**src/rtl/sobel_dir_seq.sv**
```systemverilog
`default_nettype none
// ============================================================================
// sobel_dir_seq : thresholds Sobel gradient pairs, divides |Y|*256 by |X| over
//                 17 cycles and quantises the quotient to a direction code.
// Revision      : 1.0
// ============================================================================
module sobel_dir_seq #(
  parameter int STARTADDRESS = 770,
  parameter int ENDADDRESS   = 523518,
  parameter int STHRESHOLD   = 5632,
  parameter int PIXW         = 24
) (
  input  logic            clk,
  input  logic            reset,
  input  logic            startEn,
  input  logic            inValid,
  output logic            inReady,
  input  logic [8:0]      sobelX,
  input  logic [8:0]      sobelY,
  output logic            outValid,
  input  logic            outReady,
  output logic [7:0]      dirE,
  output logic [PIXW-1:0] pixelAddr,
  output logic            busy,
  output logic            done
);

  localparam logic [2:0] S_IDLE  = 3'd0;
  localparam logic [2:0] S_LOAD  = 3'd1;
  localparam logic [2:0] S_DIV   = 3'd2;
  localparam logic [2:0] S_CLASS = 3'd3;
  localparam logic [2:0] S_OUT   = 3'd4;
  localparam logic [2:0] S_DONE  = 3'd5;

  localparam logic [PIXW-1:0]   c_start_addr = PIXW'(STARTADDRESS);
  localparam logic [PIXW-1:0]   c_end_addr   = PIXW'(ENDADDRESS);
  localparam logic [17:0]       c_thresh     = 18'(STHRESHOLD);
  localparam logic signed [17:0] c_q_lo      = 18'sd106;
  localparam logic signed [17:0] c_q_hi      = 18'sd616;
  localparam logic signed [17:0] c_q_neg     = -18'sd305;
  localparam logic [4:0]        c_last_bit   = 5'd16;

  logic [2:0]      r_state;
  logic [7:0]      r_dir;
  logic [PIXW-1:0] r_addr;
  logic [8:0]      r_divisor;
  logic [16:0]     r_dividend;
  logic [8:0]      r_rem;
  logic [16:0]     r_quot;
  logic [4:0]      r_cnt;
  logic            r_neg;

  logic [8:0]        w_absx;
  logic [8:0]        w_absy;
  logic [17:0]       w_x2;
  logic [17:0]       w_y2;
  logic [17:0]       w_mag;
  logic [9:0]        w_trial;
  logic              w_ge;
  logic [8:0]        w_sub;
  logic signed [17:0] w_q;
  logic [7:0]        w_class;

  // 9-bit magnitude keeps |-256| = 256 exact
  assign w_absx = sobelX[8] ? (~sobelX + 9'd1) : sobelX;
  assign w_absy = sobelY[8] ? (~sobelY + 9'd1) : sobelY;
  assign w_x2   = {9'd0, w_absx} * {9'd0, w_absx};
  assign w_y2   = {9'd0, w_absy} * {9'd0, w_absy};
  assign w_mag  = w_x2 + w_y2;

  // Remainder stays below the divisor, so the difference fits in 9 bits
  assign w_trial = {r_rem, r_dividend[16]};
  assign w_ge    = w_trial >= {1'b0, r_divisor};
  assign w_sub   = w_trial[8:0] - r_divisor;

  assign w_q = r_neg ? 18'(-{1'b0, r_quot}) : {1'b0, r_quot};

  always_comb begin
    w_class = 8'd45;
    if (w_q > c_q_lo && w_q <= c_q_hi)
      w_class = 8'd135;
    else if (w_q > c_q_hi || w_q <= c_q_neg)
      w_class = 8'd90;
  end

  always_ff @(posedge clk or posedge reset) begin
    if (reset) begin
      r_state    <= S_IDLE;
      r_dir      <= 8'd0;
      r_addr     <= '0;
      r_divisor  <= 9'd0;
      r_dividend <= 17'd0;
      r_rem      <= 9'd0;
      r_quot     <= 17'd0;
      r_cnt      <= 5'd0;
      r_neg      <= 1'b0;
    end else begin
      case (r_state)
        S_IDLE: begin
          if (startEn) begin
            r_addr  <= c_start_addr;
            r_state <= S_LOAD;
          end
        end
        S_LOAD: begin
          if (inValid) begin
            r_divisor  <= w_absx;
            r_dividend <= {w_absy, 8'd0};
            r_rem      <= 9'd0;
            r_quot     <= 17'd0;
            r_cnt      <= 5'd0;
            r_neg      <= sobelX[8] ^ sobelY[8];
            if (sobelX == 9'd0) begin
              r_dir   <= 8'd0;
              r_state <= S_OUT;
            end else if (w_mag < c_thresh) begin
              r_dir   <= 8'd10;
              r_state <= S_OUT;
            end else begin
              r_state <= S_DIV;
            end
          end
        end
        S_DIV: begin
          r_rem      <= w_ge ? w_sub : w_trial[8:0];
          r_quot     <= {r_quot[15:0], w_ge};
          r_dividend <= {r_dividend[15:0], 1'b0};
          r_cnt      <= r_cnt + 5'd1;
          if (r_cnt == c_last_bit)
            r_state <= S_CLASS;
        end
        S_CLASS: begin
          r_dir   <= w_class;
          r_state <= S_OUT;
        end
        S_OUT: begin
          if (outReady) begin
            if (r_addr == c_end_addr) begin
              r_state <= S_DONE;
            end else begin
              r_addr  <= r_addr + 1'b1;
              r_state <= S_LOAD;
            end
          end
        end
        S_DONE:  r_state <= S_IDLE;
        default: r_state <= S_IDLE;
      endcase
    end
  end

  assign inReady   = (r_state == S_LOAD);
  assign outValid  = (r_state == S_OUT);
  assign busy      = (r_state != S_IDLE);
  assign done      = (r_state == S_DONE);
  assign dirE      = r_dir;
  assign pixelAddr = r_addr;

endmodule
`default_nettype wire

```
**config.mk**
```make
export PLATFORM = sky130hd
export DESIGN_NAME = sobel_dir_seq
export DESIGN_NICKNAME = d
export VERILOG_FILES = /design/src/rtl/sobel_dir_seq.sv
export SDC_FILE = /design/constraint.sdc
export NUM_CORES = 1
export LEC_CHECK = 0
export BUFFER_PORTS_ARGS = -buffer_cell sky130_fd_sc_hd__buf_2
export CAP_MARGIN = 25
export CORE_MARGIN = 2
export CORE_UTILIZATION = 45
export DETAILED_ROUTE_END_ITERATION = 7
export HOLD_SLACK_MARGIN = 0.1
export SETUP_SLACK_MARGIN = 0.4
export SLEW_MARGIN = 40
export SYNTH_ARGS = -nofsm -noshare
export SYNTH_HDL_FRONTEND = slang
export SYNTH_SLANG_ARGS = --single-unit
export TNS_END_PERCENT = 1
```
**constraint.sdc**
```tcl
create_clock -name clk -period 8 [get_ports clk]
set_input_delay 1.2 -clock clk [delete_from_list [all_inputs] [get_ports clk]]
set_output_delay 1.2 -clock clk [all_outputs]
set_load 0.02 [all_outputs]
```
==> results of run 1 <==
## routing by layer
metal	up-vias	global-route usage (%)	share of wire, %
met3	26	1.87	2.6
met1	3802	29.5	46
li1	3955	-	-
met5	-	0	0
met2	114	36.5	49
met4	0	4.24	1.9
## worst register-to-register path, delay by kind of cell, from the launching register on
family | cells | cell delay [ns]
buffers and inverters | 1 | 0.14
DFF | 1 | 0.48
adders and majority gates | 1 | 0.26
AOI/OAI and AO/OA | 5 | 1.30
and+or+nand+nor | 3 | 1.03
## state kept, by name (all words and copies together) (netlist names)
signal / flops
dirE: 6
pixelAddr: 24
r_cnt: 5
r_dividend: 9
r_divisor: 9
r_neg: 1
r_quot: 17
r_rem: 9
r_state: 3
## repair_timing
action	in CTS	in global routing
pin swaps	7	31
setup endpoints to repair	8	8
resized for setup	7	35
gates cloned	1	0
setup buffers	1	6
## cells in the final DEF (no fill, tap or decap), drive strengths merged, types with 9 or more instances in the layout
cell | netlist | routed
dfrtp | 83 | 83
o31ai | 12 | 12
nor3 | 16 | 16
xor2 | 34 | 34
buf | 7 | 179
clkbuf | 34 | 10
nor4 | 10 | 10
and3 | 9 | 9
fa | 98 | 98
inv | 176 | 179
o21ai | 65 | 65
or3 | 12 | 12
conb | 1 | 10
mux2i | 11 | 11
ha | 66 | 66
or2 | 9 | 9
nand4 | 10 | 10
a21oi | 34 | 34
nor2 | 110 | 110
nand2b | 19 | 19
nand3 | 34 | 34
a21o | 11 | 11
nand2 | 130 | 130
xnor2 | 23 | 23
## per-stage QoR
stage	setup TNS (ns)	hold WS, ns	instance area [sq um]	setup WS [ns]
2_1_floorplan	0	0.450	9660	0.0670
3_3_place_gp	-3.09	0.463	11000	-0.491
3_5_place_dp	-3.37	0.471	11000	-0.526
4_1_cts	-0.0341	0.485	11400	-0.0143
5_1_grt	-1.63	0.498	11600	-0.316
6_report	-0.102	0.478	11600	-0.0516
## area by class of cell
type                            count  share of cell area [%]
Multi-Input combinational cell    816                    59.8
Sequential cell                    83                    17.9
Timing Repair Buffer              180                    10.6
Inverter                          180                    5.86
Tap cell                          275                    2.97
Clock buffer                        9                    1.94
Clock inverter                      7                   0.928
## cells by family after synthesis
kind of cell	after synthesis
AND/OR/NAND/NOR	390
XOR/XNOR	58
flip-flops	83
other	1
AO/OA/AOI/OAI	181
adder cells (fa/ha/maj)	164
buffers and inverters	221
multiplexers	12
## path summary, 6_finish.rpt
kind	startpoint	to	slack, ns	cells after the start
setup reg to reg	r_quot[0]	dirE[1]	4.73	10
hold / removal	dirE[3]	dirE[3]	0.48	2
setup / recovery	sobelY[1]	dirE[7]	-0.05	27
max in group asynchronous	reset	r_quot[8]	6.49	3
min in group asynchronous	reset	pixelAddr[16]	1.04	3
hold reg to reg	dirE[3]	dirE[3]	0.48	2
==> run metrics, run 1 <==
outcome complete, but fails checks; setup repair after global routing missed its margin true; number of top-level design ports 59; CP required 8.22 ns; top area cells in the synthesized netlist dfrtp_1 22%, fa_1 21%, ha_1 8.7%, inv_1 7.0%, nand2_1 5.2%; horizontal extent of the die 149 microns; most numerous cell on the critical path fa_1; number of synthesized register bits 83; Root Buffer clkbuf_16; via count of the first global-routing pass 7844; Critical Path Slowest Stage Cell fa_1; Gate Count Post-Synth 1110; Post-Synth Simple-Gate Area 20.0%; clock-pin slew on the worst setup and hold paths 0.06 ns; worst-path maximum fanout 6; Initial DRT Pass Iterations 5; Area growth syn-to-layout 22.6%; Die Y 149 microns; largest area contributor in the synthesized netlist dfrtp_1; maximum clock rate 124 MHz; initial standard-cell utilization of the core 45.4%; main combinational cell family by area after synthesis adder cells; Hold Crit Class reg2reg; multiplexer share of the synthesized area 1.55%; Slew @ Worst Pin 0.725 ns; total of buffers placed on input and output ports 58; area of the core 20800 sq um; post-route clock period utilization 101%; endpoints failing setup 3; average vias per placed instance 5.09; cell types with the highest counts after synthesis 176 x inv_1, 130 x nand2_1, 110 x nor2_1; clock tree sinks 83; Relative slew margins 50.4%; Ant. Diodes 0; Die Footprint 22200 sq um; fill cell total of the finished layout 1934; TritonCTS clock tree yes; most used standard cell by instance count after synthesis inv_1; compound-cell area share of the yosys netlist 12.4%; GRT Residual Overflow 0; critical path startpoint category input pin; post-synthesis async set-or-reset flop share 100%; crit end category register; Post-synth EDFFs 0; placed instance count 1526; Crit path largest cell delay 0.57 ns; vias after detailed routing 7897; combined area of the multi-input logic cells 6930 sq um; initial antenna violation count 0; proportion of layout cells with a drive suffix above 1 21.7%; post-layout min period 8.05 ns; DRC marker count from the first detailed-route iteration 376; number of max-cap violations 0; combined area of all synthesized cells 9460 sq um; count of unique library cells instantiated by Yosys 77; clock buffer count from CTS 9; post-route non-filler standard cell count 1550; Placement Rows 53; total routing resource utilization after global routing 21.2%; final HPWL from detailed placement 18.0 mm; slack of the critical path -0.0516 ns; critical path type in2reg; critical path arrival 8.28 ns; flip-flop and latch area 2080 sq um; Bufs on Longest Clock Path 2; total buffers and inverters traversed by the critical path 8; hold_buf cts 0; placer congestion estimate 0.846; number of design rule violations left after detail routing 0; XOR/XNOR share of the synthesized area 5.61%; H-tree level count 3; final hold violation count 0; pin count of the biggest net entering global routing 84; detail-routed net length per standard cell 14.3 microns; Warnings, synthesis 0; failing checks negative setup slack; Final Util 55.7%; mean post-synth cell area 8.52 sq um; antenna-violating nets left 0; fraction of synthesized cell area taken by the top area cell type 22.0%; global-route wire length before repair 38.3 mm; cell class contributing the biggest share of worst-path delay adder cells; prevailing post-synth register cell dfrtp_1; arithmetic-cell share of the synthesized area counting full adders, half adders and majority gates 29.5%; part of the Yosys area used for sequential elements 22.0%; clock network latency to the later pin of the worst-skew pair 0.34 ns; Worst Clk Skew 0.0104 ns; number of nets in the layout 1457; Slew Viols, Final 0; total wire length 22.1 mm
Power of run 1 is not shown: default switching activity piles up to over one toggle a cycle in this logic, so the estimate is an artifact.
==> inputs of run 2 (changes only) <==
- ABC_AREA: not set -> 1
- BUFFER_PORTS_ARGS: -buffer_cell sky130_fd_sc_hd__buf_2 -> -buffer_cell sky130_fd_sc_hd__buf_4
==> run metrics, run 2 <==
outcome complete, no violations; accumulated negative setup slack 0 ns; CP required 8.22 ns; total routing resource utilization after global routing 21.5%; Critical Path Slowest Stage Cell fa_2; maximum clock rate 138 MHz; Worst Clk Skew 0.00806 ns; Ant. Diodes 0; minimum hold slack 0.481 ns; count of unique library cells instantiated by Yosys 49; post-route clock period utilization 90.5%; Placement Rows 53; antenna-violating nets left 0; DRC marker count from the first detailed-route iteration 501; Relative slew margins 44.5%; number of design rule violations left after detail routing 0; commonest cells after routing, fill and taps aside 280 x nand2_1, 278 x inv_1, 97 x nor2_1; number of top-level design ports 59; part of the Yosys area used for sequential elements 21.6%; clock network latency to the later pin of the worst-skew pair 0.34 ns; clock buffer count from CTS 9; most frequent standard cell in the layout excluding fill and tap cells nand2_1; Die Y 150 microns; global-route wire length before repair 38.6 mm; vias after detailed routing 8341; summed area of non-filler cells in the final layout 11200 sq um; largest area contributor in the synthesized netlist dfrtp_1; combined area of the multi-input logic cells 6540 sq um; Area growth syn-to-layout 16.4%; Initial DRT Pass Iterations 5; prevailing post-synth register cell dfrtp_1; fill cell total of the finished layout 2060; number of synthesized register bits 83; endpoints failing setup 0; Slew Viols, Final 0; final HPWL from detailed placement 18.5 mm; placed instance count 1643; mean post-synth cell area 7.38 sq um; via count of the first global-routing pass 7993; post-layout min period 7.24 ns; clock tree sinks 83; area of the core 21000 sq um; clock-pin slew on the worst setup and hold paths 0.06 ns; horizontal extent of the die 150 microns; pin count of the biggest net entering global routing 55; fraction of synthesized cell area taken by the top area cell type 21.6%; top area cells in the synthesized netlist dfrtp_1 22%, fa_1 20%, inv_1 11%, nand2_1 11%, ha_1 8.6%; initial standard-cell utilization of the core 45.8%; Root Buffer clkbuf_16; Bufs on Longest Clock Path 2; reg-to-reg setup timing slack 5.19 ns; hold_buf cts 0; cell types with the highest counts after synthesis 293 x inv_1, 288 x nand2_1, 116 x nor2_1; critical path type in2reg; crit end category register; Hold Crit Class reg2reg; initial antenna violation count 0; TritonCTS clock tree yes; H-tree level count 3; Post-synth EDFFs 0; detail-routed net length per standard cell 13.6 microns; placer congestion estimate 0.881; worst-path maximum fanout 8; combined area of all synthesized cells 9600 sq um; proportion of layout cells with a drive suffix above 1 14.9%; critical path arrival 7.46 ns; GRT Residual Overflow 0; placed cell area 10500 sq um; average vias per placed instance 4.99; most used standard cell by instance count after synthesis inv_1; Crit path largest cell delay 0.57 ns; number of flip-flops in the largest register 24; total wire length 22.8 mm; Die Footprint 22500 sq um; Warnings, synthesis 0; post-synthesis async set-or-reset flop share 100%; Gate Count Post-Synth 1302; critical path startpoint category input pin; flip-flop and latch area 2080 sq um; Slew @ Worst Pin 0.828 ns; number of nets in the layout 1579; post-route non-filler standard cell count 1671; number of max-cap violations 0; total of buffers placed on input and output ports 58; length in cells of the worst reg-to-reg path 8; WHS Path Cells 1; final hold violation count 0; setup repair after global routing missed its margin false
run 2: repair_timing:
action                                  4_1_cts  5_1_grt
buffers inserted                              0       13
gates resized for setup                       0       78
endpoints found under the setup margin        0        8
endpoints found under the hold margin         0        0
run 2: metal layers:
layer	global-route usage (%)	vias up	wire, microns
met5	0	-	0
met4	5.80	0	418
met3	2.45	22	919
met2	36.5	165	11000
met1	29.3	3949	10400
li1	-	4205	-
run 2: metrics by stage:
stage | util [%] | worst slack (ns)
after floorplan | - | 0.617
after global placement | 49.9 | 0.207
after detailed placement | 49.9 | 0.122
after CTS | 51.6 | 0.441
after global routing | 53.3 | 0.369
final | 53.3 | 0.761
run 2: area by class of cell:
| class | count | share of cell area (%) |
|---|---|---|
| multi-input combinational | 899 | 58.6 |
| sequential | 83 | 18.6 |
| inverter | 306 | 10.4 |
| timing repair buffer | 93 | 6.28 |
| tap | 275 | 3.08 |
| clock buffer | 11 | 2.17 |
| clock inverter | 4 | 0.884 |
run 2: worst max-delay path, delay by kind of cell:
| kind | cells | cell delay [ns] |
|---|---|---|
| adders and majority gates | 7 | 3.26 |
| AOI/OAI and AO/OA | 3 | 0.37 |
| buffers and inverters | 11 | 0.93 |
| and+or+nand+nor | 16 | 1.69 |
run 2: logic make-up after synthesis:
kind of cell    share of synthesized area, %
simple gates                            24.2
buf+inv                                 13.2
fa+ha+maj                               29.0
compound gates                          9.52
flops                                   21.6
xor+xnor                                2.19
other cells                           0.0390
mux                                    0.104
run 2: final timing paths:
kind | endpoint | start
worst max-delay path | dirE[6] | sobelY[0]
worst min-delay path | r_cnt[4] | r_cnt[4]
worst max register to register | r_cnt[1] | r_state[0]
worst min register to register | r_cnt[4] | r_cnt[4]
max in group asynchronous | r_neg | reset
min in group asynchronous | pixelAddr[5] | reset
Power of run 2 is left out for the same reason.
